===== src/rtl/maze_player_mover.sv =====
// maze_player_mover: turns direction key pulses into wall-checked player moves with exit detection
module maze_player_mover #(
  parameter int COORD_W = 9,
  parameter int CNT_W   = 16
) (
  input  logic               clk,
  input  logic               rst_sys,
  input  logic [1:0]         state,
  input  logic [COORD_W-1:0] map_w,
  input  logic [COORD_W-1:0] map_h,
  input  logic               key_up,
  input  logic               key_down,
  input  logic               key_left,
  input  logic               key_right,
  output logic               rd_en,
  output logic [COORD_W-1:0] rd_x,
  output logic [COORD_W-1:0] rd_y,
  input  logic               wall,
  output logic [COORD_W-1:0] my_x,
  output logic [COORD_W-1:0] my_y,
  output logic               arrived,
  output logic               busy,
  output logic [CNT_W-1:0]   move_cnt
);
  typedef enum logic {IDLE, WAIT} fsm_t;
  localparam logic [COORD_W-1:0] ONE = COORD_W'(1);
  localparam logic [COORD_W-1:0] TWO = COORD_W'(2);
  fsm_t fsm, fsm_n;
  logic play, up, dn, lf, rt, blocked, go, land;
  logic [COORD_W-1:0] tx, ty, x_n, y_n;
  logic [CNT_W-1:0] cnt_n;
  always_comb begin
    play = state == 2'b10;
    up = key_up;
    dn = !key_up && key_down;
    lf = !key_up && !key_down && key_left;
    rt = !key_up && !key_down && !key_left && key_right;
    tx = lf ? my_x - ONE : rt ? my_x + ONE : my_x;
    ty = up ? my_y - ONE : dn ? my_y + ONE : my_y;
    blocked = (up && my_y == '0) || (dn && my_y >= map_h - ONE) ||
              (lf && my_x == '0) || (rt && my_x >= map_w - ONE);
    go = play && fsm == IDLE && (up || dn || lf || rt) && !blocked;
    // rd_x/rd_y keep the target; the wall bit arrives in the second WAIT cycle
    land = play && fsm == WAIT && !rd_en && !wall;
    x_n = !state[1] ? ONE : land ? rd_x : my_x;
    y_n = !state[1] ? ONE : land ? rd_y : my_y;
    cnt_n = state == 2'b01 ? '0 : (land && !(&move_cnt)) ? move_cnt + CNT_W'(1) : move_cnt;
    fsm_n = (go || (play && fsm == WAIT && rd_en)) ? WAIT : IDLE;
  end
  always_ff @(posedge clk) begin
    if (rst_sys) begin
      fsm      <= IDLE;
      my_x     <= ONE;
      my_y     <= ONE;
      rd_en    <= 1'b0;
      rd_x     <= '0;
      rd_y     <= '0;
      busy     <= 1'b0;
      arrived  <= 1'b0;
      move_cnt <= '0;
    end else begin
      fsm      <= fsm_n;
      my_x     <= x_n;
      my_y     <= y_n;
      rd_en    <= go;
      rd_x     <= go ? tx : rd_x;
      rd_y     <= go ? ty : rd_y;
      busy     <= fsm_n == WAIT;
      arrived  <= state[1] && x_n == map_w - TWO && y_n == map_h - TWO;
      move_cnt <= cnt_n;
    end
  end
endmodule


===== config.mk =====
export PLATFORM = sky130hd
export DESIGN_NAME = maze_player_mover
export DESIGN_NICKNAME = d
export VERILOG_FILES = /design/src/rtl/maze_player_mover.sv
export SDC_FILE = /design/constraint.sdc
export NUM_CORES = 1
export LEC_CHECK = 0
export ABC_AREA = 1
export CORE_ASPECT_RATIO = 1.4
export CORE_MARGIN = 5
export CORE_UTILIZATION = 45
export DETAILED_ROUTE_END_ITERATION = 8
export PLACE_DENSITY = 0.69
export SETUP_SLACK_MARGIN = 0.02
export SYNTH_ARGS = -nofsm -noshare
export SYNTH_HDL_FRONTEND = slang
export SYNTH_SLANG_ARGS = --single-unit

===== constraint.sdc =====
create_clock -name clk -period 9.2 [get_ports clk]
set_input_delay 2.76 -clock clk [delete_from_list [all_inputs] [get_ports clk]]
set_output_delay 2.76 -clock clk [all_outputs]
set_load 0.005 [all_outputs]

# Word-level counts from Yosys, hierarchy flattened
# Cells that the tools add are included.
[totals] romBits=0 mem_bits_rw=0 latchBits=0 ff_bits=55 memories=0 input_bits=27
[op_classes] n_mul=0 shifts=0 n_addsub=9 magnitude_cmp=2 reduce_logical=37 eq_ne=4 muxes=9 bitwise=1 n_div=0
[op_table] cell="9-bit two-way mux" n=8
[op_table] cell="9-bit by 1-bit subtractor with 9-bit output (second input constant)" n=4
[op_table] cell="1-bit logical AND" n=19
[op_table] cell="9-bit by 1-bit adder with 9-bit output (second input constant)" n=2
[op_table] cell="9-bit == test" n=2
[op_table] cell="9-bit >= comparator" n=2
[op_table] cell="9-bit logical NOT" n=2
[op_table] cell="9-bit by 2-bit subtractor with 9-bit output (second input constant)" n=2
[op_table] cell="16-bit by 1-bit adder with 16-bit output (second input constant)" n=1
[op_table] cell="16-bit AND reduction" n=1
[op_table] cell="1-bit logical NOT" n=7
[op_table] cell="1-bit logical OR" n=7
[op_table] cell="2-bit by 1-bit == test with 1-bit output (second input constant)" n=1
[op_table] cell="2-bit == test (second input constant)" n=1
[op_table] cell="2-bit OR reduction" n=1
[op_table] cell="1-bit two-way mux" n=1
[op_table] cell="1-bit inverter" n=1

# Logic depth before layout (Yosys ltp)
# Gate-level depths: netlist (run 1).
[depth] ltp_word=10 ltp_mapped=20 ltp_nobuf=20

# Worst setup path after synthesis (run 1)
# Ideal clock, no wire load.
[synth_timing] path_kind="input to register" startpoint="input port map_w[1]" endpoint="register rd_x[4]" path_slack_ns=4.319 cell_stages=19 setup_ns=0.132 arrival_time_ns=4.749 path_buffers=1 cell_sequence="inv_1 > ha_1 > inv_1 > nor2_1 > nand3_1 > nor2_1 > xor2_1 > inv_1 > ha_1 > nand2_1 > nor2_1 > nand3b_1 > nand4_1 > nand2_1 > inv_1 > nor2_8 > buf_6 > nand2_1 > a21oi_1"
[synth_via] elab_chain_len=6
[synth_rtl] element="from (decl)" line="9" source="input logic [COORD_W-1:0] map_w,"
[synth_rtl] element="9-bit by 1-bit subtractor with 9-bit output" line="41" source="(lf && my_x == '0) || (rt && my_x >= map_w - ONE);"
[synth_rtl] element="9-bit >= comparator" line="41"
[synth_rtl] element="1-bit logical AND" line="41"
[synth_rtl] element="1-bit logical OR" line="41"
[synth_rtl] element="1-bit logical NOT" line="42" source="go = play && fsm == IDLE && (up || dn || lf || rt) && !blocked;"
[synth_rtl] element="1-bit logical AND" line="42"
[synth_rtl] element="to (signal assigned)" line="66" source="rd_x <= go ? tx : rd_x;"
[synth_rtl] element="to (decl)" line="16" source="output logic [COORD_W-1:0] rd_x,"
# No other way between the ends.
# A chain may end at the register's enable or synchronous reset.

# Final worst setup path (run 1)
[layout_timing] startpoint="input port state[1]" endpoint="register arrived"
[layout_via] elab_chain_len=9 elab_cells_between_ends=12 cone_classes="eq/ne: 3; mux: 4; reduce/logical: 5"
[layout_rtl] element="from (decl)" line="8" source="input logic [1:0] state,"
[layout_rtl] element="2-bit == test" line="33" source="play = state == 2'b10;"
[layout_rtl] element="1-bit logical AND (3 in series)" line="44" source="land = play && fsm == WAIT && !rd_en && !wall;"
[layout_rtl] element="9-bit two-way mux (2 in series)" line="45" source="x_n = !state[1] ? ONE : land ? rd_x : my_x;"
[layout_rtl] element="9-bit == test" line="69" source="arrived <= state[1] && x_n == map_w - TWO && y_n == map_h - TWO;"
[layout_rtl] element="1-bit logical AND" line="69"
[layout_rtl] element="1-bit logical AND (*)" line="69"
[layout_rtl] element="to (signal assigned)" line="69"
[layout_rtl] element="to (decl)" line="21" source="output logic arrived,"
# Mark *: on every way between the ends. The rest lies on a longest branch, timed or not.

==> results_dict.tcl, run 1 <==
set metrics [dict create \
    seq_area_frac_synth_pct 24.4 \
    ys_ff_latch 55 \
    yosys_warnings 0 \
    required_ns 9.43 \
    finClkSkew_ns 0.00939 \
    dp_hpwl_mm 11.2 \
    dieWidth_um 94.7 \
    grt_pass1_vias 4881 \
    syn-num-nets 808 \
    synth_top_area_share_pct 24.4 \
    power.switching_uw 161 \
    synth_edf_count 0 \
    fillers 1065 \
    p_comb_share_pct 17.9 \
    htree_levels 2 \
    critPathSlowestCell "clkdlybuf4s50_1" \
    cts.sinks 55 \
    yosys-top-cells-area "dfxtp_1 24%, nand2_1 18%, inv_1 9.3%" \
    setup_viol 0 \
    total_leakage_power_nw 2.56 \
    cts_hold_buf 0 \
    report.final.slew_viol_count 0 \
    wl_per_cell_um 14.8 \
    numCtsBuffers 5 \
    fmax_ghz 0.153 \
    io_pins 82 \
    rsz0062_at_grt "false" \
    hold_class "reg -> reg" \
    switching_share_pct 29.6 \
    die_area_um2 12200 \
    worst_ep_arrival_time_ns 6.78 \
    status "completed" \
    drive_gt1_share_pct 2.31 \
    drtIter0Drc 271 \
    min_period_ns 6.55 \
    gp_congestion 0.919 \
    synthArstFlopShare_pct 0 \
    grt_first_pass_wirelength_mm 23.2 \
    grt-ovfl-total 0 \
    rows 43 \
    first_pass_iters 5 \
    core_area_um2 9900 \
    viasPerCell 5.21 \
    powerDensity_nw_per_um2 98.0 \
    setup.worst_path.class "in -> reg" \
    start_util_pct 45.7 \
    antenna_left 0 \
    maxCapViolations 0 \
    ir_drop_mv 0.0855 \
    cts_setup_buffers 0 \
    worst_slack_ns 2.65 \
    cts_tree "built" \
    clk_latency_ns 0.30 \
    tns_ns 0 \
    numPortBuffers 81 \
    grt_start_max_net_pins 33 \
    internal_power_uw 383 \
    critical_path.max_fanout 32 \
    path_clk_slew_ns 0.08 \
    syn_to_final_growth_pct 22.9 \
    p_clk_share_pct 37.1 \
    worstMarginPinSlew_ns 1.29 \
    crit_path_frequent_cell "nand2_1" \
    cts_root_buf "clkbuf_16" \
    ctsResizeCount 0 \
    synth_area_per_cell_um2 6.01 \
    ys.flop_type "dfxtp_1" \
    yosys.area.top_type "dfxtp_1" \
    post-place-ws_ns 2.45 \
    finalWirelength_mm 14.2 \
    cp_cell_sequence "clkdlybuf4s50_1 -> inv_2 -> nor2_1 -> nand3_1 -> nand2_1 -> nand3_1 -> nand2_1 -> nand2_1 -> nor2_1 -> nand2_1 -> nor2_1 -> nand2_1 -> nor2_1" \
    gr-usage-all-layers_pct 23.6 \
    critPathMaxStageDelay_ns 1.32 \
    cp-start-kind "input pin" \
    synth_cell_type_count 37 \
    antenna_found_initial 0 \
    num_antenna_cells 0 \
    power.sequential.fraction_pct 45.0 \
    worstSetupEndpointType "register" \
    hold_viol 0 \
    layout_commonest_cell "nand2_1" \
    synthCells 752 \
    cts_max_path_buffers 2 \
    fin_crit_sh_pct 71.2 \
    final_cell_mix "220 x nand2_1, 112 x inv_1, 97 x nor2_1, 81 x clkdlybuf4s50_1, 61 x nand3_1" \
    relSlewSlack_pct 13.9 \
    netlist_area_um2 4520 \
    num_vias 4990 \
    num-nets-final 878 \
    drc 0 \
    die_h_um 129 \
]
## sequential cells by signal (all words and copies together) (netlist names)
| register | count |
|---|---|
| move_cnt | 16 |
| my_x | 9 |
| my_y | 9 |
| rd_x | 9 |
| rd_y | 9 |
| arrived | 1 |
| busy | 1 |
| rd_en | 1 |
## area by class of cell
class	instances	area (um^2)	share of cell area, %
Multi-Input combinational cell	562	2880	51.8
Sequential cell	55	1100	19.8
Tap cell	135	169	3.04
Inverter	116	435	7.84
Timing Repair Buffer	82	818	14.7
Clock buffer	5	125	2.25
Clock inverter	3	27.5	0.496
## path summary, 6_finish.rpt
check               from            to  slack, ns  cells past startpoint
max             state[1]       arrived       2.65                     13
min          move_cnt[8]   move_cnt[8]       0.47                      2
max reg2reg        rd_en  move_cnt[14]       6.34                      8
min reg2reg  move_cnt[8]   move_cnt[8]       0.47                      2
## metrics by stage
| stage | instances | power (mW) | hold slack, ns | cell area (um^2) | utilization, % |
|---|---|---|---|---|---|
| final | 958 | 0.544 | 0.469 | 5550 | 56.1 |
| after floorplan | 752 | 0.309 | 0.458 | 4520 | - |
| after detailed placement | 950 | 0.347 | 0.460 | 5400 | 54.6 |
| after global routing | 958 | 0.568 | 0.480 | 5550 | 56.1 |
| after CTS | 958 | 0.544 | 0.472 | 5550 | 56.1 |
| after global placement | 950 | 0.345 | 0.459 | 5400 | 54.6 |
## routing by layer
| layer | GRT usage [%] | vias to the layer above | part of all wire (%) |
|---|---|---|---|
| met2 | 42.5 | 169 | 50 |
| li1 | - | 2513 | - |
| met4 | 10.3 | 0 | 4.0 |
| met1 | 27.7 | 2274 | 41 |
| met3 | 2.98 | 34 | 5.1 |
| met5 | 0 | - | 0 |
## cells in the mapped netlist, drive strengths merged, types with 2 or more instances
library cell	number
nand4	23
buf	13
nand3	62
a21o	2
o21ai	30
nor3	11
nand3b	3
xnor2	2
a31oi	3
nand2	221
a21oi	34
dfxtp	55
ha	29
clkbuf	6
xor2	33
nor2	101
clkinv	2
inv	114
## worst max-delay path: cells and delay by family
family | cells | cell delay, ns
and+or+nand+nor | 11 | 2.51
buffers and inverters | 2 | 1.47
## power by group through the flow
stage | sequential [mW] | combinational [mW] | clock [mW]
6_report | 0.245 | 0.0973 | 0.202
3_3_place_gp | 0.250 | 0.0942 | 0
5_1_grt | 0.246 | 0.109 | 0.214
3_5_place_dp | 0.251 | 0.0963 | 0
4_1_cts | 0.245 | 0.0967 | 0.202
2_1_floorplan | 0.250 | 0.0593 | 0
## cells by family (layout without fill, tap and decap cells)
kind of cell               Yosys count  in the layout  synth area share, %
DFF                                 55             55                 24.4
and+or+nand+nor                    424            424                 40.1
AOI/OAI and AO/OA                   74             74                 8.80
xor gates and xnor gates            35             35                 6.78
adders and majority gates           29             29                 8.03
buffers and inverters              135            206                 12.0
Power figures use the tool's default switching activity.
==> run 2, diff against run 1 <==
- PLACE_DENSITY: 0.69 -> 0.72
- clock period: 9.2 -> 5.5 ns (I/O delays scaled with it)
==> results_dict.tcl, run 2 (synthesis gave the netlist of run 1 again) <==
set metrics [dict create \
    viasPerCell 5.20 \
    cts_tree "built" \
    grt_first_pass_wirelength_mm 22.5 \
    cp_cell_sequence "clkdlybuf4s50_1 -> inv_1 -> ha_1 -> inv_1 -> nor2_1 -> nand3_1 -> nor2_1 -> xor2_1 -> inv_1 -> ha_1 -> nand2_1 -> nor2_1 -> nand3b_1 -> nand4_1 -> nand2_1 -> nand3_1 -> buf_4 -> nand2_1 -> a21oi_1" \
    design_area_um2 5600 \
    cp_top_family "simple AND/OR/NAND/NOR gates" \
    drtIter0Drc 335 \
    layout.cells.non_filler 962 \
    worst_slack_ns 1.11 \
    crit-reg2reg-launch "rd_en" \
    regMostFlops "move_cnt" \
    cts_root_buf "clkbuf_16" \
    startpoint "map_w[1]" \
    wl_per_cell_um 14.4 \
    post-place-ws_ns 0.851 \
    critical_path.max_fanout 20 \
    io_pins 82 \
    crit_end "rd_y[3]" \
    antenna_found_initial 0 \
    numPortBuffers 81 \
    drive_gt1_share_pct 2.78 \
    cts_hold_buf 0 \
    timing.critical_path.buf_inv 5 \
    multi_input_area_um2 2880 \
    num_antenna_cells 0 \
    required_ns 5.73 \
    r2r-end "arrived" \
    rows 43 \
    setup.worst_path.class "in -> reg" \
    cts_setup_buffers 0 \
    largest_register_ffs 16 \
    layout_commonest_cell "nand2_1" \
    num_vias 4998 \
    htree_levels 2 \
    hold_viol 0 \
    gr-usage-all-layers_pct 23.3 \
    reg2reg_depth 11 \
    cp-start-kind "input pin" \
    dp_hpwl_mm 10.9 \
    cts_max_path_buffers 2 \
    die_h_um 129 \
    finClkSkew_ns 0.00653 \
    setup_viol 0 \
    grt-ovfl-total 0 \
    hold_class "reg -> reg" \
    worstSetupEndpointType "register" \
    cts.sinks 55 \
    syn_to_final_growth_pct 23.9 \
    grt_start_max_net_pins 32 \
    worstMarginPinSlew_ns 0.804 \
    fin_crit_sh_pct 79.8 \
    antenna_left 0 \
    grt_pass1_vias 4745 \
    finalWirelength_mm 13.8 \
    worst_ep_arrival_time_ns 4.62 \
    report.final.slew_viol_count 0 \
    num-nets-final 882 \
    ir_drop_mv 0.139 \
    crit_cells 19 \
    min_period_ns 4.39 \
    maxCapViolations 0 \
    first_pass_iters 6 \
    tns_ns 0 \
    rsz0062_at_grt "false" \
    dieWidth_um 94.7 \
    core_area_um2 9900 \
    fillers 1059 \
    final_cell_mix "220 x nand2_1, 112 x inv_1, 97 x nor2_1, 81 x clkdlybuf4s50_1, 61 x nand3_1" \
    numCtsBuffers 5 \
    drc 0 \
    dpl_cell_area_um2 5430 \
    clk_latency_ns 0.30 \
    ctsResizeCount 0 \
    critPathSlowestCell "clkdlybuf4s50_1" \
    relSlewSlack_pct 46.3 \
    fmax_ghz 0.228 \
    status "completed" \
    path_clk_slew_ns 0.07 \
    start_util_pct 45.7 \
    critPathMaxStageDelay_ns 0.39 \
    powerDensity_nw_per_um2 168 \
    r2r_slack_ns 2.76 \
    die_area_um2 12200 \
    power_uw 939 \
    placedCellCount 954 \
    total_leakage_power_nw 2.59 \
    final-seq-area_um2 1100 \
    gp_congestion 0.926 \
]
run 2: how the worst min path moves through the flow:
stage                            from           to  slack (ns)  depth (start not counted)
after floorplan           move_cnt[8]  move_cnt[8]        0.46                          2
after global placement    move_cnt[8]  move_cnt[8]        0.46                          2
after detailed placement  move_cnt[8]  move_cnt[8]        0.48                          2
after CTS                 move_cnt[8]  move_cnt[8]        0.49                          2
after global routing      move_cnt[8]  move_cnt[8]        0.51                          2
final                     move_cnt[8]  move_cnt[8]        0.48                          2
run 2: routing by layer:
layer  wire length, um  track usage, %  vias to the layer above
met2              6660            39.2                      164
met1              5840            28.3                     2269
met3               639            2.98                       40
li1                  -               -                     2525
met5                 0               0                        -
met4               703            12.9                        0
run 2: area by class of cell:
cell class | instances | area share (%)
flip-flops and latches | 55 | 19.7
repair buffers | 86 | 15.1
multi-input cells | 562 | 51.4
clock buffers | 5 | 2.23
well taps | 135 | 3.02
inverters | 116 | 7.77
clock inverters | 3 | 0.782
run 2: per-stage QoR:
step	util [%]	hold slack (ns)
2_1_floorplan	-	0.458
3_3_place_gp	54.9	0.460
3_5_place_dp	54.9	0.479
4_1_cts	56.6	0.490
5_1_grt	56.6	0.508
6_report	56.6	0.484
run 2: power breakdown:
| part | internal (mW) | switching [mW] | leakage [nW] | total (mW) |
|---|---|---|---|---|
| clock | 0.215 | 0.152 | 0.0838 | 0.367 |
| sequential | 0.404 | 0.00645 | 0.445 | 0.410 |
| combinational | 0.0650 | 0.0967 | 2.06 | 0.162 |
| total | 0.684 | 0.255 | 2.59 | 0.939 |
run 2: worst reg2reg max path, cell delays in order (launching register included):
cell and delay (ns):
dfxtp_1 0.33, nor2_1 0.57, nand3_1 0.75, nand2_1 0.22
nand3_1 0.21, nand2_1 0.12, inv_1 0.04, nor2_1 0.14
nand2_1 0.07, nor2_1 0.10, nand2_1 0.05, nor2_1 0.07
==> run 3, diff against run 2 <==
- PLACE_DENSITY: 0.72 -> 0.69
- clock period: 5.5 -> 4.1 ns (I/O delays scaled with it)
==> results_dict.tcl, run 3 (synthesis gave the netlist of run 1 again) <==
set metrics [dict create \
    relSlewSlack_pct 56.7 \
    antenna_found_initial 0 \
    hold_viol 0 \
    cts_root_buf "clkbuf_16" \
    viasPerCell 5.18 \
    numCtsBuffers 5 \
    wl_per_cell_um 14.8 \
    htree_levels 2 \
    ir_drop_mv 0.183 \
    total_leakage_power_nw 2.61 \
    dp_hpwl_mm 11.1 \
    largest_register_ffs 16 \
    layout_commonest_cell "nand2_1" \
    num_vias 5022 \
    io_pins 82 \
    path_clk_slew_ns 0.08 \
    clk_latency_ns 0.30 \
    hold_depth 2 \
    fin_crit_sh_pct 92.9 \
    cts_setup_buffers 0 \
    gr-usage-all-layers_pct 23.2 \
    worst_ep_arrival_time_ns 4.04 \
    tns_ns 0 \
    cts_hold_buf 0 \
    grt-ovfl-total 0 \
    cts_max_path_buffers 2 \
    worst_hold_slack_ns 0.469 \
    num_antenna_cells 0 \
    maxCapViolations 0 \
    crit_path_frequent_cell "nand2_1" \
    finalWirelength_mm 14.3 \
    regMostFlops "move_cnt" \
    cts.sinks 55 \
    hold_class "reg -> reg" \
    num-nets-final 890 \
    reg2reg_depth 11 \
    grt_pass1_vias 4747 \
    report.final.slew_viol_count 0 \
    crit_cells 15 \
    worstMarginPinSlew_ns 0.645 \
    required_ns 4.33 \
    cp_cell_sequence "clkdlybuf4s50_1 -> inv_1 -> ha_1 -> nand2_1 -> nor2_1 -> xor2_1 -> ha_1 -> a21o_1 -> nor2_1 -> nand4_1 -> nand2_1 -> clkinvlp_4 -> nor2_4 -> nand2_1 -> a21oi_1" \
    rows 43 \
    fillers 1032 \
    drive_gt1_share_pct 4.31 \
    critPathMaxStageDelay_ns 0.47 \
    drtIter0Drc 300 \
    layout.cells.non_filler 970 \
    critical_path.max_fanout 5 \
    syn_to_final_growth_pct 25.8 \
    placedCellCount 959 \
    setup.worst_path.class "in -> reg" \
    powerDensity_nw_per_um2 218 \
    fmax_ghz 0.263 \
    antenna_left 0 \
    min_period_ns 3.81 \
    final_cell_mix "219 x nand2_1, 109 x inv_1, 96 x nor2_1, 81 x clkdlybuf4s50_1, 61 x nand3_1" \
    core_area_um2 9900 \
    cts_tree "built" \
    die_h_um 129 \
    rsz0062_at_grt "false" \
    grt_start_max_net_pins 32 \
    die_area_um2 12200 \
    critPathSlowestCell "clkdlybuf4s50_1" \
    cp-start-kind "input pin" \
    cp_top_family "simple AND/OR/NAND/NOR gates" \
    setup_viol 0 \
    start_util_pct 45.7 \
    status "completed" \
    first_pass_iters 7 \
    timing.critical_path.buf_inv 3 \
    drc 0 \
    numPortBuffers 81 \
    post-place-ws_ns -0.0871 \
    dieWidth_um 94.7 \
    grt_first_pass_wirelength_mm 22.5 \
    worstSetupEndpointType "register" \
    worst_slack_ns 0.293 \
    finClkSkew_ns 0.00964 \
    gp_congestion 0.910 \
]
[run 3: path summary, 6_finish.rpt]
path / start / endpoint / slack (ns)
worst min register to register: move_cnt[8] / move_cnt[8] / 0.47
worst max register to register: busy / arrived / 1.82
worst max-delay path: map_w[0] / rd_x[4] / 0.29
worst min-delay path: move_cnt[8] / move_cnt[8] / 0.47
[run 3: metal layers]
layer	routed length [um]	global-route usage, %
met4	524	9.77
met1	5850	27.3
met2	7180	41.6
met3	777	3.04
met5	0	0
[run 3: where the power goes]
| part | internal (mW) | leakage [nW] | switching (mW) | total [mW] |
|---|---|---|---|---|
| Sequential | 0.542 | 0.445 | 0.00870 | 0.550 |
| Clock | 0.249 | 0.0790 | 0.215 | 0.464 |
| Combinational | 0.0931 | 2.09 | 0.134 | 0.227 |
| Total | 0.884 | 2.61 | 0.357 | 1.24 |
[run 3: area by class of cell]
type	instances	area (um^2)	share of cell area, %
clock buffer	6	139	2.44
clock inverter	2	20.0	0.352
inverter	116	439	7.72
multi-input combinational	565	2920	51.4
sequential	55	1100	19.4
tap	135	169	2.97
timing repair buffer	91	898	15.8
[run 3: through the flow]
| stage | power (mW) | instance area, um^2 | util [%] |
|---|---|---|---|
| 2_1_floorplan | 0.693 | 4520 | - |
| 4_1_cts | 1.24 | 5640 | 57.0 |
| 6_report | 1.24 | 5690 | 57.5 |
| 3_5_place_dp | 0.782 | 5480 | 55.4 |
| 5_1_grt | 1.29 | 5690 | 57.5 |
| 3_3_place_gp | 0.779 | 5480 | 55.4 |
[run 3: timing repair]
item / CTS / global route
endpoints found under the hold margin: 0 / 0
setup endpoints to repair: 0 / 18
gates resized for setup: 0 / 7
[run 3: worst min-delay path, cell delays in order, from the launching register on]
cell,delay [ns]
dfxtp_1,0.32
inv_1,0.05
a21oi_1,0.05
